===== config.mk =====
export PLATFORM = sky130hd
export DESIGN_NAME = bus_arbiter_flat
export DESIGN_NICKNAME = d
export VERILOG_FILES = /design/src/rtl/bus_pkg.sv /design/src/rtl/bus_arbiter_if.sv /design/src/rtl/arb_rr_pick.sv /design/src/rtl/bus_arbiter.sv /design/src/flat_wrapper.sv
export SDC_FILE = /design/constraint.sdc
export NUM_CORES = 1
export LEC_CHECK = 0
export CAP_MARGIN = 20
export CORE_MARGIN = 2
export CORE_UTILIZATION = 30
export CTS_CLUSTER_SIZE = 40
export DETAILED_ROUTE_END_ITERATION = 16
export GPL_ROUTABILITY_DRIVEN = 0
export PLACE_DENSITY = 0.52
export SLEW_MARGIN = 10
export SYNTH_ARGS = -nofsm -noshare
export SYNTH_HDL_FRONTEND = slang
export SYNTH_HIERARCHICAL = 1
export SYNTH_SLANG_ARGS = --single-unit
export TNS_END_PERCENT = 50

===== constraint.sdc =====
create_clock -name clk -period 5.1 [get_ports clk]
set_clock_uncertainty 0.1 [all_clocks]
set_input_delay 1.02 -clock clk [delete_from_list [all_inputs] [get_ports clk]]
set_output_delay 1.02 -clock clk [all_outputs]
set_load 0.01 [all_outputs]

===== src/rtl/bus_pkg.sv =====
// Shared bus-arbitration types.
//   arb_state_t  : arbiter FSM state
//   MSEL_*       : master_sel encodings, also used by the bus mux
//   last_grant_t : which initiator won the most recent initiator grant
package bus_pkg;
  typedef enum logic [1:0] {
    ST_IDLE      = 2'd0,
    ST_GNT_I1    = 2'd1,
    ST_GNT_I2    = 2'd2,
    ST_GNT_SPLIT = 2'd3
  } arb_state_t;

  localparam logic [1:0] MSEL_NONE  = 2'd0;
  localparam logic [1:0] MSEL_I1    = 2'd1;
  localparam logic [1:0] MSEL_I2    = 2'd2;
  localparam logic [1:0] MSEL_SPLIT = 2'd3;

  typedef enum logic {
    LAST_I1 = 1'b0,
    LAST_I2 = 1'b1
  } last_grant_t;
endpackage


===== src/rtl/bus_arbiter_if.sv =====
// Arbiter handshake bundle.
//   master : requester side (drives requests / split handshake, sees grants)
//   slave  : arbiter side (sees requests, drives grants and status)
interface bus_arbiter_if;
  logic       init1_req;
  logic       init2_req;
  logic       split_req;
  logic       split_ack;
  logic       init1_grant;
  logic       init2_grant;
  logic       split_grant;
  logic [1:0] master_sel;
  logic       split_pending;
  logic [1:0] split_owner;
  logic       protocol_err;

  modport master (
    output init1_req, init2_req, split_req, split_ack,
    input  init1_grant, init2_grant, split_grant, master_sel,
           split_pending, split_owner, protocol_err
  );

  modport slave (
    input  init1_req, init2_req, split_req, split_ack,
    output init1_grant, init2_grant, split_grant, master_sel,
           split_pending, split_owner, protocol_err
  );
endinterface


===== src/rtl/arb_rr_pick.sv =====
// Two-way round-robin selector (combinational).
//   elig1_i/elig2_i : initiator eligibilities
//   last_i          : initiator granted most recently
//   valid_o         : some initiator is eligible
//   pick_i2_o       : 1 = pick init2, 0 = pick init1 (meaningful when valid_o)
module arb_rr_pick
  import bus_pkg::*;
(
  input  logic        elig1_i,
  input  logic        elig2_i,
  input  last_grant_t last_i,
  output logic        valid_o,
  output logic        pick_i2_o
);
  always_comb begin
    valid_o = elig1_i | elig2_i;
    // On contention the initiator not served last wins.
    if (elig1_i && elig2_i) pick_i2_o = (last_i == LAST_I1);
    else                    pick_i2_o = elig2_i;
  end
endmodule


===== src/rtl/bus_arbiter.sv =====
// Bus arbiter for two initiators plus a split target returning deferred data.
//   clk, rst_n : clock, asynchronous active-low reset
//   bus        : bus_arbiter_if.slave (requests in; grants, master_sel,
//                split_pending, split_owner, protocol_err out)
//   SPLIT_FIRST: 1 = split target beats initiators in IDLE, 0 = initiators first
// Grants decode straight from the state register, so they are registered and
// one-hot-or-zero by construction.
module bus_arbiter
  import bus_pkg::*;
#(
  parameter bit SPLIT_FIRST = 1'b1
) (
  input logic          clk,
  input logic          rst_n,
  bus_arbiter_if.slave bus
);
  arb_state_t  state_q, state_d;
  last_grant_t last_q, last_d;
  logic        pend_q, pend_d;
  logic [1:0]  owner_q, owner_d;
  // Split owner masked for the single IDLE cycle after its split completes.
  logic [1:0]  mask_q, mask_d;
  logic        err_q, err_d;

  logic elig1, elig2, elig_split, pick_vld, pick_i2, in_gnt_i, cur_req;

  always_comb begin
    elig1      = bus.init1_req && !(pend_q && owner_q == MSEL_I1) && (mask_q != MSEL_I1);
    elig2      = bus.init2_req && !(pend_q && owner_q == MSEL_I2) && (mask_q != MSEL_I2);
    elig_split = bus.split_req && pend_q;
    in_gnt_i   = (state_q == ST_GNT_I1) || (state_q == ST_GNT_I2);
    cur_req    = (state_q == ST_GNT_I1) ? bus.init1_req : bus.init2_req;
  end

  arb_rr_pick u_pick (
    .elig1_i   (elig1),
    .elig2_i   (elig2),
    .last_i    (last_q),
    .valid_o   (pick_vld),
    .pick_i2_o (pick_i2)
  );

  always_ff @(posedge clk or negedge rst_n) begin
    if (!rst_n) begin
      state_q <= ST_IDLE;
      last_q  <= LAST_I2;
      pend_q  <= 1'b0;
      owner_q <= MSEL_NONE;
      mask_q  <= MSEL_NONE;
      err_q   <= 1'b0;
    end else begin
      state_q <= state_d;
      last_q  <= last_d;
      pend_q  <= pend_d;
      owner_q <= owner_d;
      mask_q  <= mask_d;
      err_q   <= err_d;
    end
  end

  always_comb begin
    state_d = state_q;
    last_d  = last_q;
    pend_d  = pend_q;
    owner_d = owner_q;
    mask_d  = MSEL_NONE;
    // Illegal split handshakes are ignored for control but recorded.
    err_d   = err_q | (bus.split_req & ~pend_q) | (bus.split_ack & (pend_q | ~in_gnt_i));
    case (state_q)
      ST_IDLE: begin
        if (elig_split && (SPLIT_FIRST || !pick_vld)) begin
          state_d = ST_GNT_SPLIT;  // split grants leave last_q alone
        end else if (pick_vld) begin
          state_d = pick_i2 ? ST_GNT_I2 : ST_GNT_I1;
          last_d  = pick_i2 ? LAST_I2 : LAST_I1;
        end
      end
      ST_GNT_I1, ST_GNT_I2: begin
        if (bus.split_ack && !pend_q) begin
          state_d = ST_IDLE;
          pend_d  = 1'b1;
          owner_d = (state_q == ST_GNT_I1) ? MSEL_I1 : MSEL_I2;
        end else if (!cur_req) begin
          state_d = ST_IDLE;
        end
      end
      ST_GNT_SPLIT: begin
        if (!bus.split_req) begin
          state_d = ST_IDLE;
          pend_d  = 1'b0;
          owner_d = MSEL_NONE;
          mask_d  = owner_q;
        end
      end
      default: state_d = ST_IDLE;
    endcase
  end

  logic [1:0] msel;
  always_comb begin
    case (state_q)
      ST_GNT_I1:    msel = MSEL_I1;
      ST_GNT_I2:    msel = MSEL_I2;
      ST_GNT_SPLIT: msel = MSEL_SPLIT;
      default:      msel = MSEL_NONE;
    endcase
  end

  assign bus.init1_grant   = (state_q == ST_GNT_I1);
  assign bus.init2_grant   = (state_q == ST_GNT_I2);
  assign bus.split_grant   = (state_q == ST_GNT_SPLIT);
  assign bus.master_sel    = msel;
  assign bus.split_pending = pend_q;
  assign bus.split_owner   = owner_q;
  assign bus.protocol_err  = err_q;
endmodule


===== src/flat_wrapper.sv =====
// flat-port wrapper written by rule: the top's interface ports become plain ports
module bus_arbiter_flat import bus_pkg::*;
#(
  parameter bit SPLIT_FIRST = 1'b1
)
  (clk, rst_n, bus_init1_req, bus_init2_req, bus_split_req, bus_split_ack, bus_init1_grant, bus_init2_grant, bus_split_grant, bus_master_sel, bus_split_pending, bus_split_owner, bus_protocol_err);
  bus_arbiter_if bus_i ();
  input logic clk;
  input logic rst_n;
  input wire logic [$bits(bus_i.init1_req)-1:0] bus_init1_req;
  input wire logic [$bits(bus_i.init2_req)-1:0] bus_init2_req;
  input wire logic [$bits(bus_i.split_req)-1:0] bus_split_req;
  input wire logic [$bits(bus_i.split_ack)-1:0] bus_split_ack;
  output wire logic [$bits(bus_i.init1_grant)-1:0] bus_init1_grant;
  output wire logic [$bits(bus_i.init2_grant)-1:0] bus_init2_grant;
  output wire logic [$bits(bus_i.split_grant)-1:0] bus_split_grant;
  output wire logic [$bits(bus_i.master_sel)-1:0] bus_master_sel;
  output wire logic [$bits(bus_i.split_pending)-1:0] bus_split_pending;
  output wire logic [$bits(bus_i.split_owner)-1:0] bus_split_owner;
  output wire logic [$bits(bus_i.protocol_err)-1:0] bus_protocol_err;
  assign bus_i.init1_req = bus_init1_req;
  assign bus_i.init2_req = bus_init2_req;
  assign bus_i.split_req = bus_split_req;
  assign bus_i.split_ack = bus_split_ack;
  assign bus_init1_grant = bus_i.init1_grant;
  assign bus_init2_grant = bus_i.init2_grant;
  assign bus_split_grant = bus_i.split_grant;
  assign bus_master_sel = bus_i.master_sel;
  assign bus_split_pending = bus_i.split_pending;
  assign bus_split_owner = bus_i.split_owner;
  assign bus_protocol_err = bus_i.protocol_err;
  bus_arbiter #(.SPLIT_FIRST(SPLIT_FIRST)) u_core (.clk(clk), .rst_n(rst_n), .bus(bus_i));
endmodule

==> results.sh, run 1 <==
export IMPL_status="completed"
export IMPL_ys_types=27
export IMPL_placed_area_sq_um=726
export IMPL_dp_hpwl_um=892
export IMPL_final_cell_area_sq_um=753
export IMPL_cts_sinks=9
export IMPL_fin_crit_sh_pct=56.8
export IMPL_p_switching_mw=0.168
export IMPL_drive_gt1_share_pct=18.3
export IMPL_required_ns=3.98
export IMPL_grt_pass1_vias=442
export IMPL_num_fill_cells=191
export IMPL_num_vias=411
export IMPL_clockPowerShare_pct=12.7
export IMPL_p_per_area_nw_per_um2=585
export IMPL_hold_viol=0
export IMPL_area_growth_pct=35.9
export IMPL_synth_async_sr_flop_share_pct=100
export IMPL_grt_pass1_wl_um=1940
export IMPL_critPathLaunchType="flip-flop"
export IMPL_dieArea_sq_um=2210
export IMPL_ys_seq_area_share_pct=40.9
export IMPL_io_pins=15
export IMPL_synth_top_area_share_pct=36.1
export IMPL_port_buffers=14
export IMPL_root_buffer="clkbuf_4"
export IMPL_syn_area_sq_um=554
export IMPL_cts_resized=0
export IMPL_synth_cells=53
export IMPL_end_kind="primary output"
export IMPL_fin_setup_tns_ns=0
export IMPL_rows=15
export IMPL_htreeDepth=1
export IMPL_ctsHoldBuffers=0
export IMPL_grt_overflow_total=0
export IMPL_die_h_um=47.0
export IMPL_cp_data_arrival_time_ns=1.78
export IMPL_vdd_drop_max_uv=271
export IMPL_synth_flop_cell="dfrtp_1"
export IMPL_grt_max_degree=10
export IMPL_yosys_top_cells_area="dfrtp_1, ha_1, dfstp_2, inv_1, mux2_2"
export IMPL_yosys_register_bits=9
export IMPL_wl_per_cell_um=11.8
export IMPL_coreArea_sq_um=1730
export IMPL_grt_antenna_before_repair=0
export IMPL_power_frac_comb_pct=59.9
export IMPL_tritoncts="yes"
export IMPL_dieWidth_um=47.0
export IMPL_setup_viol=0
export IMPL_hold_ws_ns=0.379
export IMPL_yosysWarningCount=6
export IMPL_path_clk_slew_ns=0.07
export IMPL_clock_path_buffers=2
export IMPL_synth_edf_count=0
export IMPL_antennaDiodeCount=0
export IMPL_timing_fmax_mhz=345
export IMPL_numCtsBuffers=3
export IMPL_drt_vias_per_instance=4.28
export IMPL_dr_pass1_iters=4
export IMPL_start_util_pct=32.1
export IMPL_critPathKind="reg -> out"
export IMPL_cts_setup_buffers=0
export IMPL_clock_latency_ns=0.26
export IMPL_final_util_pct=43.6
export IMPL_worst_pin_slew_ns=0.433
export IMPL_internal_power_mw=0.273
export IMPL_slew_headroom_pct=71.0
export IMPL_leakage_nw=0.349
export IMPL_drt_total_wl_um=1130
export IMPL_period_needed_ns=2.90
export IMPL_synth_largest_area_cell="dfrtp_1"
export IMPL_nets=83
export IMPL_drt_iter0_markers=7
export IMPL_grt_use_total_pct=13.1
export IMPL_final_common_cell="clkdlybuf4s50_1"
export IMPL_rsz0062_at_grt="no"
export IMPL_ant_nets=0
export IMPL_avgSynthCellArea_sq_um=10.5
export IMPL_maxCapViolations=0
export IMPL_seqPwrFrac_pct=27.3
export IMPL_hold_path_class="reg -> reg"
export IMPL_path_max_fanout=7
export IMPL_final_cell_mix="clkdlybuf4s50_1, dfrtp_1, inv_1, ha_1, nor2_1"
export IMPL_switching_share_pct=38.1
export IMPL_synth_fp_nets=64
export IMPL_drv_slew=0
export IMPL_drc=0
-- power groups by stage --
stage	Sequential [mW]	Combinational [mW]	Clock (mW)
global route	0.125	0.293	0.0649
finish	0.120	0.264	0.0561
global placement	0.123	0.271	0
detailed placement	0.122	0.266	0
CTS	0.121	0.267	0.0601
floorplan	0.121	0.173	0
-- Yosys cell counts, types with 2 or more instances --
cell type,number
mux2i_1,2
ha_1,5
nand2_1,3
nand2_2,2
dfrtp_1,8
inv_1,7
o21ai_0,2
mux2_2,2
nor2_1,4
-- cell families after synthesis --
kind of cell	count (synthesis)	synth area share (%)
compound gates	12	18.1
fa+ha+maj	5	11.3
buf+inv	7	4.74
flops	9	40.9
mux	6	12.4
simple gates	14	12.6
-- per-layer routing --
metal / wire length [um] / global-route usage (%) / vias up
met3: 65 / 8.08 / 2
met4: 4 / 1.67 / 0
met2: 459 / 17.3 / 10
met5: 0 / 0 / -
li1: - / - / 216
met1: 604 / 18.6 / 183
-- final timing paths --
path                                                       from                                    to  slack [ns]  depth (start not counted)
setup / recovery                  u_core/state_q[0]$_DFFE_PN0P_                     bus_master_sel[1]        2.20                          3
hold / removal                u_core/bus.protocol_err$_DFF_PN0_     u_core/bus.protocol_err$_DFF_PN0_        0.38                          1
setup reg to reg           u_core/bus.split_pending$_DFFE_PN0P_         u_core/state_q[0]$_DFFE_PN0P_        3.07                          5
hold reg to reg               u_core/bus.protocol_err$_DFF_PN0_     u_core/bus.protocol_err$_DFF_PN0_        0.38                          1
max in group asynchronous                                 rst_n             u_core/last_q$_DFFE_PN1P_        3.61                          1
min in group asynchronous                                 rst_n  u_core/bus.split_pending$_DFFE_PN0P_        0.96                          1
-- sequential cells by signal, summed over array words and instances, names as in the netlist --
register / cells
u_core/bus.split_owner: 2
u_core/state_q: 2
u_core/mask_q: 2
u_core/bus.protocol_err: 1
u_core/bus.split_pending: 1
u_core/last_q: 1
-- area by class of cell --
class	count	area, sq um	area share [%]
multi-input combinational	37	302	40.0
sequential	9	226	30.1
timing repair buffer	14	140	18.6
tap	25	31.3	4.15
inverter	7	26.3	3.49
clock buffer	3	22.5	2.99
clock inverter	1	5.00	0.664
-- critical path, stage by stage, from the launching register on --
cell and delay [ns]:
dfrtp_1 0.42, ha_1 0.31, or2_2 0.32, clkdlybuf4s50_1 0.47
-- metrics by stage --
step | total power, mW | setup slack (ns) | cells
after floorplan | 0.294 | 2.93 | 53
after global placement | 0.393 | 2.42 | 92
after detailed placement | 0.388 | 2.43 | 92
after CTS | 0.447 | 2.19 | 96
after global routing | 0.483 | 2.12 | 96
final | 0.440 | 2.20 | 96
Power figures use the tool's default switching activity.
==> run 2, diff against run 1 <==
- clock period: 5.1 -> 3 ns (I/O delays scaled with it)
==> run 2 against run 1 <==
Against the previous run:
- critical path depth unchanged
- final cell count unchanged
- worst hold slack worse by 0.0072 ns
- clock power up 67%
- non-clock buffer count unchanged
- largest cell class unchanged
- clock-buffer cell count up 1
- core utilization down 0.073 points
- power up 70%
- sequential power up 70%
- critical endpoint unchanged
- routed wire length up 0.26%
- register-to-register slack worse by 2.1 ns
- global-route usage down 0.63 points
- largest power group unchanged
==> results.sh, run 2 (synthesis gave the netlist of run 1 again) <==
export IMPL_grt_antenna_before_repair=0
export IMPL_dp_hpwl_um=881
export IMPL_hold_depth=1
export IMPL_dieArea_sq_um=2210
export IMPL_end_kind="primary output"
export IMPL_placedCellCount=92
export IMPL_max_stage_delay_ns=0.47
export IMPL_drive_gt1_share_pct=16.9
export IMPL_grt_max_degree=10
export IMPL_critPathSlowestCell="clkdlybuf4s50_1"
export IMPL_grt_pass1_wl_um=1900
export IMPL_placed_area_sq_um=726
export IMPL_cp_top_family="buffers and inverters"
export IMPL_setup_viol=0
export IMPL_num_vias=423
export IMPL_io_pins=15
export IMPL_rows=15
export IMPL_path_clk_slew_ns=0.06
export IMPL_start_util_pct=32.1
export IMPL_grt_pass1_vias=443
export IMPL_drt_iter0_markers=6
export IMPL_drt_total_wl_um=1140
export IMPL_finalNonFillerCells=96
export IMPL_hold_viol=0
export IMPL_slew_headroom_pct=72.1
export IMPL_numCtsBuffers=3
export IMPL_dieWidth_um=47.0
export IMPL_drt_vias_per_instance=4.41
export IMPL_path_max_fanout=7
export IMPL_worstReg2RegStart="u_core/bus.split_pending$_DFFE_PN0P_"
export IMPL_cts_sinks=9
export IMPL_worstPathCellList="ha_1, or2_2, clkdlybuf4s50_1"
export IMPL_status="completed"
export IMPL_p_per_area_nw_per_um2=996
export IMPL_required_ns=2.30
export IMPL_leakage_nw=0.346
export IMPL_clock_path_buffers=2
export IMPL_grt_use_total_pct=12.4
export IMPL_final_cell_area_sq_um=752
export IMPL_vdd_drop_max_uv=458
export IMPL_port_buffers=14
export IMPL_tritoncts="yes"
export IMPL_final_util_pct=43.6
export IMPL_ant_nets=0
export IMPL_worst_pin_slew_ns=0.417
export IMPL_ctsHoldBuffers=0
export IMPL_coreArea_sq_um=1730
export IMPL_rsz0062_at_grt="no"
export IMPL_rrSetupSlack_ns=0.97
export IMPL_cp_data_arrival_time_ns=1.77
export IMPL_ff_latch_area_sq_um=226
export IMPL_cts_setup_buffers=0
export IMPL_critPathLaunchType="flip-flop"
export IMPL_fin_crit_sh_pct=82.3
export IMPL_clock_latency_ns=0.26
export IMPL_final_cell_mix="clkdlybuf4s50_1, dfrtp_1, inv_1, ha_1, nor2_1"
export IMPL_timing_fmax_mhz=405
export IMPL_period_needed_ns=2.47
export IMPL_hold_path_class="reg -> reg"
export IMPL_critPathKind="reg -> out"
export IMPL_cts_resized=0
export IMPL_holdPathEnd="u_core/bus.protocol_err$_DFF_PN0_"
export IMPL_num_fill_cells=184
export IMPL_final_common_cell="clkdlybuf4s50_1"
export IMPL_dr_pass1_iters=4
export IMPL_r2r_end="u_core/state_q[0]$_DFFE_PN0P_"
export IMPL_drv_slew=0
export IMPL_min_delay_start="u_core/bus.protocol_err$_DFF_PN0_"
export IMPL_area_growth_pct=35.7
export IMPL_drc=0
export IMPL_root_buffer="clkbuf_4"
export IMPL_wl_per_cell_um=11.8
export IMPL_maxCapViolations=0
export IMPL_grt_overflow_total=0
export IMPL_ff2ff_path_depth=5
export IMPL_nets=83
export IMPL_htreeDepth=1
export IMPL_cp_num_buf_inv=1
export IMPL_fin_setup_tns_ns=0
export IMPL_multi_input_area_sq_um=302
export IMPL_die_h_um=47.0
export IMPL_antennaDiodeCount=0
==> run 2: cell types whose count changed in the layout (fill, tap and decap cells not counted) <==
cell / previous run / this run
clkbuf_1: 0 / 1
clkinv_2: 1 / 0
==> run 2: metal layers <==
| layer | wire length [um] | global-route usage, % | part of all wire (%) |
|---|---|---|---|
| met1 | 621 | 18.1 | 55 |
| met2 | 437 | 16.7 | 38 |
| met3 | 73 | 6.54 | 6.4 |
| met4 | 4 | 1.67 | 0.35 |
| met5 | 0 | 0 | 0 |
==> run 2: cell type report <==
class,count,share of cell area [%]
timing repair buffer,14,18.6
clock buffer,4,3.49
inverter,7,3.49
multi-input combinational,37,40.1
tap,25,4.16
sequential,9,30.1
==> run 2: worst max path at each step <==
stage                                               startpoint                            end  slack, ns  cells past startpoint
after floorplan           u_core/bus.split_pending$_DFFE_PN0P_  u_core/state_q[0]$_DFFE_PN0P_       1.07                      5
after global placement                           bus_init2_req  u_core/state_q[0]$_DFFE_PN0P_       0.74                      5
after detailed placement                         bus_init1_req  u_core/state_q[0]$_DFFE_PN0P_       0.74                      6
after CTS                        u_core/state_q[0]$_DFFE_PN0P_              bus_master_sel[1]       0.51                      3
after global routing             u_core/state_q[1]$_DFFE_PN0P_              bus_master_sel[0]       0.44                      5
final                            u_core/state_q[0]$_DFFE_PN0P_              bus_master_sel[1]       0.53                      3
==> run 2: per-stage QoR <==
stage | setup slack (ns) | total power, mW | hold slack, ns
floorplan | 1.07 | 0.499 | 0.204
global placement | 0.740 | 0.669 | 0.362
detailed placement | 0.744 | 0.659 | 0.360
CTS | 0.511 | 0.761 | 0.379
global route | 0.435 | 0.815 | 0.398
finish | 0.530 | 0.749 | 0.372
==> run 2: power breakdown <==
group	switching [mW]	internal [mW]	total, mW
registers	0.0378	0.166	0.204
logic	0.203	0.249	0.452
clock network	0.0424	0.0512	0.0936
==> run 3, diff against run 2 <==
- clock period: 3 -> 2.4 ns (I/O delays scaled with it)
==> run 3 against run 2 <==
Against the previous run:
- flip-flop and latch count is the same
- global-route usage grew 0.63 points
- first-iteration DRC count grew 17%
- sequential share of layout area shrank 0.35 points
- non-clock buffer count is the same
- register-to-register slack lost 0.60 ns
- clock-buffer cell count shrank 1
- final cell count is the same
- combinational power grew 24%
- sequential power grew 26%
- cell area grew 1.2%
==> results.sh, run 3 (synthesis gave the netlist of run 1 again) <==
export IMPL_root_buffer="clkbuf_4"
export IMPL_setup_viol=0
export IMPL_path_common_cell="nor2_1"
export IMPL_numCtsBuffers=3
export IMPL_num_fill_cells=189
export IMPL_port_buffers=14
export IMPL_hold_depth=1
export IMPL_drv_slew=0
export IMPL_cts_sinks=9
export IMPL_critPathSlowestCell="clkdlybuf4s50_1"
export IMPL_htreeDepth=1
export IMPL_tritoncts="yes"
export IMPL_slew_headroom_pct=71.1
export IMPL_end_kind="primary output"
export IMPL_ant_nets=0
export IMPL_ff2ff_path_depth=5
export IMPL_rows=15
export IMPL_max_stage_delay_ns=0.54
export IMPL_place_ws_ns=0.268
export IMPL_leakage_nw=0.359
export IMPL_final_cell_mix="clkdlybuf4s50_1, dfrtp_1, inv_1, nor2_1"
export IMPL_io_pins=15
export IMPL_worst_pin_slew_ns=0.433
export IMPL_power_frac_comb_pct=59.8
export IMPL_coreArea_sq_um=1730
export IMPL_critPathLaunchType="flip-flop"
export IMPL_path_max_fanout=4
export IMPL_hold_viol=0
export IMPL_drive_gt1_share_pct=21.1
export IMPL_final_common_cell="clkdlybuf4s50_1"
export IMPL_required_ns=1.82
export IMPL_final_util_pct=44.1
export IMPL_dp_hpwl_um=892
export IMPL_p_switching_mw=0.358
export IMPL_grt_pass1_wl_um=1940
export IMPL_hold_ws_ns=0.379
export IMPL_seqPwrFrac_pct=27.4
export IMPL_nets=83
export IMPL_clockPowerShare_pct=12.8
export IMPL_clock_path_buffers=2
export IMPL_critPathKind="reg -> out"
export IMPL_die_h_um=47.0
export IMPL_area_growth_pct=37.2
export IMPL_internal_power_mw=0.580
export IMPL_grt_pass1_vias=442
export IMPL_antennaDiodeCount=0
export IMPL_fin_crit_sh_pct=95.1
export IMPL_grt_max_degree=10
export IMPL_ff_latch_area_sq_um=226
export IMPL_num_vias=414
export IMPL_dieArea_sq_um=2210
export IMPL_fin_setup_tns_ns=0
export IMPL_cts_setup_buffers=0
export IMPL_finalPower_mw=0.937
export IMPL_drt_vias_per_instance=4.31
export IMPL_grt_antenna_before_repair=0
export IMPL_period_needed_ns=2.28
export IMPL_p_per_area_nw_per_um2=1230
export IMPL_rsz0062_at_grt="no"
export IMPL_drt_iter0_markers=7
export IMPL_status="completed"
export IMPL_maxCapViolations=0
export IMPL_multi_input_area_sq_um=307
export IMPL_wl_per_cell_um=11.8
export IMPL_cp_data_arrival_time_ns=1.70
export IMPL_hold_path_class="reg -> reg"
export IMPL_dr_pass1_iters=4
export IMPL_clock_latency_ns=0.26
export IMPL_dieWidth_um=47.0
export IMPL_switching_share_pct=38.1
export IMPL_drc=0
export IMPL_grt_use_total_pct=13.1
export IMPL_worstPathCellList="inv_1, ha_2, nor2_1, nor2_1, clkdlybuf4s50_1"
export IMPL_start_util_pct=32.1
export IMPL_path_clk_slew_ns=0.07
export IMPL_drt_total_wl_um=1130
export IMPL_fin_ws_ns=0.117
export IMPL_grt_overflow_total=0
export IMPL_timing_fmax_mhz=438
export IMPL_vdd_drop_max_uv=577
==> run 3: cell types whose count changed in the layout (fill, tap and decap cells not counted) <==
cell             before  now
ha_1                  5    3
ha_2                  0    2
clkbuf_1              1    0
clkdlybuf4s50_1      14   13
clkinv_2              0    1
dlymetal6s2s_1        0    1
==> run 3: metal layers <==
layer | GRT usage [%] | up-vias | routed length, um
met2 | 17.3 | 10 | 459
met4 | 1.67 | 0 | 4
met5 | 0 | - | 0
li1 | - | 217 | -
met1 | 18.6 | 185 | 605
met3 | 8.08 | 2 | 65
==> run 3: through the flow <==
stage	std cells	cell area, sq um
2_1_floorplan	53	554
3_3_place_gp	92	726
3_5_place_dp	92	726
4_1_cts	96	753
5_1_grt	96	761
6_report	96	761
==> run 3: timing repair <==
item,CTS,global route
resized for setup,0,3
setup endpoints to repair,0,2
hold buffers,0,0
==> run 3: final timing paths <==
path                       slack (ns)                           endpoint                            startpoint
max reg2reg                      0.37      u_core/state_q[0]$_DFFE_PN0P_  u_core/bus.split_pending$_DFFE_PN0P_
max                              0.12                  bus_master_sel[0]         u_core/state_q[1]$_DFFE_PN0P_
min reg2reg                      0.38  u_core/bus.protocol_err$_DFF_PN0_     u_core/bus.protocol_err$_DFF_PN0_
min                              0.38  u_core/bus.protocol_err$_DFF_PN0_     u_core/bus.protocol_err$_DFF_PN0_
max in group asynchronous        1.45          u_core/last_q$_DFFE_PN1P_                                 rst_n
min in group asynchronous        0.42      u_core/state_q[0]$_DFFE_PN0P_                                 rst_n
==> run 3: layout make-up <==
cell class	instances	area share (%)
Clock buffer	3	2.96
Clock inverter	1	0.658
Inverter	7	3.45
Multi-Input combinational cell	37	40.3
Sequential cell	9	29.8
Tap cell	25	4.11
Timing Repair Buffer	14	18.8
==> run 3: power groups by stage <==
stage                     Combinational, mW  Clock [mW]  Sequential, mW
final                                 0.561       0.120           0.257
after global routing                  0.624       0.138           0.267
after CTS                             0.567       0.128           0.256
after detailed placement              0.565           0           0.258
after global placement                0.575           0           0.261
after floorplan                       0.367           0           0.257
==> run 3: critical path, delay by kind of cell (launching register included) <==
family / cells / cell delay [ns]
buffers and inverters: 2 / 0.66
adders and majority gates: 1 / 0.23
and+or+nand+nor: 2 / 0.15
DFF: 1 / 0.40
